File: src/rtl/soc_pmem_loader_pkg.sv
// rtl/soc_pmem_loader_pkg.sv - State encoding and RAM write-enable constants for soc_pmem_loader
package soc_pmem_loader_pkg;

  localparam logic [1:0] WE_NONE = 2'b00;
  localparam logic [1:0] WE_WORD = 2'b11;

  typedef enum logic [2:0] {
    IDLE,
    GET_LO,
    GET_HI,
    WRITE,
`ifdef SOC_PMEM_LOADER_VERIFY_EN
    VRD,
    VCMP,
`endif
    DONE
  } state_t;

endpackage

File: src/rtl/soc_pmem_loader.sv
// rtl/soc_pmem_loader.sv - Byte-stream to 16-bit program-memory loader on the spare RAM port
// Optional read-back verify of every word: define SOC_PMEM_LOADER_VERIFY_EN.
module soc_pmem_loader
  import soc_pmem_loader_pkg::*;
#(
  parameter int                ADDR_MSB  = 11,
  parameter logic [ADDR_MSB:0] BASE_ADDR = '0
) (
  input  logic              mclk,
  input  logic              puc_rst,
  input  logic              start,
  input  logic [ADDR_MSB:0] length,
  input  logic [7:0]        s_data,
  input  logic              s_valid,
  output logic              s_ready,
  output logic              ram_en,
  output logic [1:0]        ram_we,
  output logic [ADDR_MSB:0] ram_addr,
  output logic [15:0]       ram_din,
  input  logic [15:0]       ram_dout,
  output logic              busy,
  output logic              done,
  output logic              error,
  output logic [ADDR_MSB:0] word_cnt
);

  localparam int AW = ADDR_MSB + 1;

  state_t            state;
  state_t            next_state;
  logic [ADDR_MSB:0] length_q;
  logic [ADDR_MSB:0] cnt_next;
  logic [7:0]        lo_byte;
  logic              xfer;
  logic              last_word;
  logic              step;

  assign xfer      = s_valid && s_ready;
  assign cnt_next  = word_cnt + AW'(1);
  assign last_word = (cnt_next == length_q);
  assign busy      = (state != IDLE);
  assign done      = (state == DONE);

  always_comb begin
    next_state = state;
    s_ready    = 1'b0;
    ram_en     = 1'b0;
    ram_we     = WE_NONE;
    step       = 1'b0;
    unique case (state)
      IDLE: begin
        if (start) next_state = (length == '0) ? DONE : GET_LO;
      end
      GET_LO: begin
        s_ready = 1'b1;
        if (s_valid) next_state = GET_HI;
      end
      GET_HI: begin
        s_ready = 1'b1;
        if (s_valid) next_state = WRITE;
      end
      WRITE: begin
        ram_en = 1'b1;
        ram_we = WE_WORD;
`ifdef SOC_PMEM_LOADER_VERIFY_EN
        next_state = VRD;
`else
        step       = 1'b1;
        next_state = last_word ? DONE : GET_LO;
`endif
      end
`ifdef SOC_PMEM_LOADER_VERIFY_EN
      VRD: begin
        ram_en     = 1'b1;
        next_state = VCMP;
      end
      VCMP: begin
        step       = 1'b1;
        next_state = last_word ? DONE : GET_LO;
      end
`endif
      DONE:    next_state = IDLE;
      default: next_state = IDLE;
    endcase
  end

  // ram_addr/ram_din are loaded as the high byte arrives so they are stable for WRITE and hold afterwards
  always_ff @(posedge mclk or posedge puc_rst) begin
    if (puc_rst) begin
      state    <= IDLE;
      length_q <= '0;
      word_cnt <= '0;
      lo_byte  <= '0;
      ram_addr <= '0;
      ram_din  <= '0;
    end else begin
      state <= next_state;
      if (state == IDLE && start) begin
        length_q <= length;
        word_cnt <= '0;
      end
      if (state == GET_LO && xfer) lo_byte <= s_data;
      if (state == GET_HI && xfer) begin
        ram_addr <= BASE_ADDR + word_cnt;
        ram_din  <= {s_data, lo_byte};
      end
      if (step) word_cnt <= cnt_next;
    end
  end

`ifdef SOC_PMEM_LOADER_VERIFY_EN
  logic error_q;

  always_ff @(posedge mclk or posedge puc_rst) begin
    if (puc_rst) begin
      error_q <= 1'b0;
    end else if (state == IDLE && start) begin
      error_q <= 1'b0;
    end else if (state == VCMP && ram_dout != ram_din) begin
      error_q <= 1'b1;
    end
  end

  assign error = error_q;
`else
  logic unused_dout;
  assign unused_dout = ^ram_dout;
  assign error       = 1'b0;
`endif

endmodule

File: config.mk
export PLATFORM = sky130hd
export DESIGN_NAME = soc_pmem_loader
export DESIGN_NICKNAME = d
export VERILOG_FILES = /design/src/rtl/soc_pmem_loader_pkg.sv /design/src/rtl/soc_pmem_loader.sv
export SDC_FILE = /design/constraint.sdc
export NUM_CORES = 1
export LEC_CHECK = 0
export CORE_ASPECT_RATIO = 1.2
export CORE_MARGIN = 5
export CORE_UTILIZATION = 43
export DETAILED_ROUTE_END_ITERATION = 8
export PLACE_DENSITY = 0.88
export REMOVE_ABC_BUFFERS = 1
export SETUP_SLACK_MARGIN = 0.4
export SYNTH_ARGS = -nofsm -noshare
export SYNTH_HDL_FRONTEND = slang
export SYNTH_SLANG_ARGS = --single-unit
File: constraint.sdc
create_clock -name mclk -period 2.3 [get_ports mclk]
set_input_delay 0.23 -clock mclk [delete_from_list [all_inputs] [get_ports mclk]]
set_output_delay 0.23 -clock mclk [all_outputs]
set_load 0.03 [all_outputs]
# After elaboration in Yosys (flattened, before gate mapping)

Index checks and enable logic that the tools add are counted.

$add $sub $neg: 1
Equality and inequality tests: 8
Mux-type cells: 11
Reductions and logical operators: 10

Operators by type and width:

| kind                    | number |
|---|---|
| $mux W12                | 2 |
| $mux W3                 | 5 |
| $add A12 B1 Y12 const B | 1 |
| $eq A12 B12 Y1          | 1 |
| $logic_not A12 Y1       | 1 |
| $pmux W3 S4             | 1 |
| $eq A3 B2 Y1 const B    | 2 |
| $ne A2 B2 Y1 const B    | 3 |
| $logic_and A1 B1 Y1     | 4 |
| $eq A3 B1 Y1 const B    | 1 |
| $eq A3 B3 Y1 const B    | 1 |
| $logic_not A3 Y1        | 1 |
| $reduce_and A3 Y1       | 1 |
| $reduce_bool A3 Y1      | 1 |
| $mux W1                 | 2 |
| $mux W2                 | 1 |
| $reduce_bool A2 Y1      | 1 |
| $reduce_or A2 Y1        | 1 |

Register bits: 63
Input bits: 40
Logic and storage cells: 36

# Longest topological paths before layout

Depth after elaboration: 5
Depth in mapped cells: 8

# Least setup slack after synthesis

Ideal clock, no wire load.

Path kind: reg2reg
Start: register word_cnt[0]
End: register state[0]
Data arrival time: 2.209 ns
Required time: 2.168 ns
Path slack: -0.041 ns
Stages on the path, launching flop included: 8
Path buffers: 0
Period minus slack after synthesis: 2.341 ns
Cell sequence: dfrtp_1 -> ha_1 -> nand3_2 -> nor3_2 -> nor3b_1 -> or4_1 -> nor4_2 -> a31oi_1

Word-level cells in the longest chain between the ends: 4

RTL lines:

| element                | RTL line               | source |
|---|---|---|
| from (decl)            | soc_pmem_loader.sv:24  | `output logic [ADDR_MSB:0] word_cnt` |
| from (signal assigned) | soc_pmem_loader.sv:107 | `if (step) word_cnt <= cnt_next;` |
| $add A12 B1 Y12        | soc_pmem_loader.sv:39  | `assign cnt_next = word_cnt + AW'(1);` |
| $eq A12 B12 Y1         | soc_pmem_loader.sv:40  | `assign last_word = (cnt_next == length_q);` |
| $mux W3                | soc_pmem_loader.sv:69  | `next_state = last_word ? DONE : GET_LO;` |
| $pmux W3 S4            | soc_pmem_loader.sv:50  | `unique case (state)` |
| to (signal assigned)   | soc_pmem_loader.sv:97  | `state <= next_state;` |
| to (decl)              | soc_pmem_loader.sv:29  | `state_t state;` |

No other way between the ends.
A chain may end at the register's enable or synchronous reset.

# Worst setup path after layout

Start: register word_cnt[1]
End: register state[2]

Same word-level chain as after synthesis.

==> flow_summary.ini <==
[cts]
clock-sinks = 63
clock_latency_ns = 0.34
cts_max_level = 3
clkTransAtPathRegs_ns = 0.08
clock_path_buffers = 2
cts-buffers-inserted = 9
cts.root.buffer_cell = clkbuf_8
cts_tree = yes
cts-hold-fix-buffers = 0

[synth]
synth.ff_latch_count = 63
synth-edff-count = 0
yosysMostFrequentCell = dfrtp_1
synth_top_area_share_pct = 53.2
ys_seq_area_share_pct = 53.2
asyncSetResetFlopFracSynth_pct = 100
most_numerous_cell_types_in_the_synthesized_netlist = dfrtp_1, mux2_2, nand2_1, o21ai_0
ys.flop_type = dfrtp_1
synth.yosys.warnings = 0
yosys.area.top_type = dfrtp_1
syn_area_mm2 = 0.00296
yosys-top-cells-area = dfrtp_1, mux2_2, mux2_1
avgSynthCellArea_um2 = 11.8
synth_cell_types = 48
postSynthCellCount = 251

[floorplanning]
io_pins = 87
die_w_um = 85.8
die_h_um = 101
floorplan.die_area_mm2 = 0.00866
floorplan.initialDensity_pct = 43.8
floorplan.rows = 33
core_region_area_mm2 = 0.00677

[place]
gp_routability_congestion = 0.874
detailedPlacementHpwl_um = 4840
detailedPlace.worstSlack_ns = 0.143
port-buffer-count = 69

[critical_path]
cp_max_fo = 3
reg2reg_from = word_cnt[1]
critical_path.max_stage_delay_ns = 0.53
reg2reg_slack_ns = 0.33
critical_path.slowest_cell = or4_4
critPathCaptureType = flop
startpoint = word_cnt[1]
worst_path_class_setup = reg2reg
crit_arrival_ns = 2.24
family_with_the_most_delay_on_the_worst_path = simple AND/OR/NAND/NOR gates
setup.worst_path.start_class = flop
crit_chain = ha_4 > and3_4 > nand3_2 > a31oi_1 > or4_4 > nor4_4 > a31o_1
cp_data_required_time_ns = 2.57
crit_buf_inv = 0

[sta]
timing_max_transition_violations_final = 0
final-hold-violation-count = 0
layout_min_cycle_time_ns = 1.97
unrepaired_setup_endpoints_after_global_routing = true
slew_headroom_pct = 64.0
tightestPinTransition_ns = 0.539
setup_ws_ns = 0.330
worst_clock_skew_ns = 0.0104
achievable-frequency_mhz = 508
min_period_over_period_pct = 85.6
timing.final.setup_violations = 0
final.setup.tns_ns = 0

[route]
post_drt_wl_per_cell_um = 15.4
drt_pass1_iterations = 4
initialDrtViolationCount = 56
route.antenna.remaining_nets = 0
detail_route.drc_violations = 0
detailroute.via_count = 2232
route.detailed.vias_per_inst = 5.20
wirelength_um = 6600

[global_route]
grt_max_degree = 40
grt_remaining_overflow = 0
grt_antenna_before_repair = 0
grt_pass1_wl_um = 11300
grt_pass1_vias = 2328
grt_usage_pct = 16.8

[min_path]
class_of_the_worst_hold_path = in2async

[finish]
final.fill_count = 557
layout-drive-gt1-share_pct = 27.5
final_nets = 378
areaGrowthSynthToFinish_pct = 40.5
n_antenna_cell = 0

[status]
status = finished, final reports clean

[power_and_ir_drop]
p_leak_uw = 0.00184
vdd_ir_drop_max_uv = 526
pwr_density_cell_mw_per_mm2 = 1250
fin_total_pwr_uw = 5200

[run]
max-cap-violations = 0
## kinds of logic after synthesis
kind of cell             share of synthesized area (%)
AND/OR/NAND/NOR                                   12.1
flip-flops                                        53.2
multiplexers                                      18.2
AO/OA/AOI/OAI                                     8.15
buffers and inverters                             3.12
XOR/XNOR                                          4.73
adder cells (fa/ha/maj)                          0.422
other                                            0.127
## routing by layer
| layer | vias to the layer above | share of wire [%] | global-route usage [%] | wire [µm] |
|---|---|---|---|---|
| met5 | - | 0 | 0 | 0 |
| met4 | 0 | 1.8 | 5.85 | 121 |
| met3 | 10 | 6.3 | 5.07 | 417 |
| met2 | 70 | 51 | 29.4 | 3370 |
| met1 | 1082 | 41 | 19.4 | 2690 |
| li1 | 1070 | - | - | - |
## flip-flops by register name (all words and copies together), names as in the netlist
register  flops
ram_din      16
ram_addr     12
lo_byte       8
length_q     12
word_cnt     12
state         3
## metrics by stage
| stage | std cells | hold WS [ns] | instance area, µm² | utilization (%) |
|---|---|---|---|---|
| finish | 429 | 0.266 | 4160 | 61.5 |
| global placement | 408 | 0.466 | 3830 | 56.5 |
| CTS | 426 | 0.270 | 4120 | 60.9 |
| global route | 429 | 0.319 | 4160 | 61.5 |
| detailed placement | 408 | 0.475 | 3830 | 56.5 |
| floorplan | 237 | 0.347 | 2890 | - |
## power by group
| group | leakage (µW) | internal (µW) | switching [µW] |
|---|---|---|---|
| clock network | 0.000105 | 611 | 448 |
| logic | 0.000941 | 1110 | 1220 |
| registers | 0.000790 | 1530 | 279 |
| total | 0.00184 | 3250 | 1940 |
## path summary, 6_finish.rpt
check                      depth (start not counted)           to
max                                                7     state[2]
min                                                2  ram_din[10]
max reg2reg                                        7     state[2]
min reg2reg                                        1   ram_din[4]
max in group asynchronous                          3     state[0]
min in group mclk                                  1   ram_din[4]
## layout make-up
class / instances / area [µm²] / area share, %
well taps: 87 / 109 / 2.61
flip-flops and latches: 63 / 1580 / 38.0
clock buffers: 9 / 124 / 2.97
clock inverters: 7 / 97.6 / 2.34
multi-input cells: 170 / 1370 / 32.9
repair buffers: 89 / 866 / 20.8
inverters: 4 / 15.0 / 0.361
## what timing repair did
| action | 4_1_cts | 5_1_grt |
|---|---|---|
| setup buffers | 2 | 3 |
| pin swaps | 5 | 1 |
| resized for setup | 20 | 16 |
| setup endpoints to repair | 9 | 18 |
## cells in the final DEF (no fill, tap or decap), types with 2 or more instances in the layout
master,count
o22ai_1,2
nand2_1,14
inv_2,2
dfrtp_2,4
mux2_1,12
xnor2_1,9
dlymetal6s2s_1,4
bufinv_16,2
o31ai_1,4
a31oi_1,3
xor2_1,6
a31o_1,2
a21oi_1,6
nor2_1,10
or2_1,2
buf_4,16
clkinvlp_4,2
clkbuf_8,9
or3_1,2
inv_1,2
buf_6,2
mux2_2,35
and2_1,3
o21ai_0,15
clkinv_4,2
and3_1,2
nor4_1,4
clkbuf_2,3
nand3_1,6
buf_12,2
dlygate4sd2_1,2
dfrtp_1,59
clkdlybuf4s50_1,59
nor2_2,3
nand2b_1,5
Power figures use the tool's default switching activity.
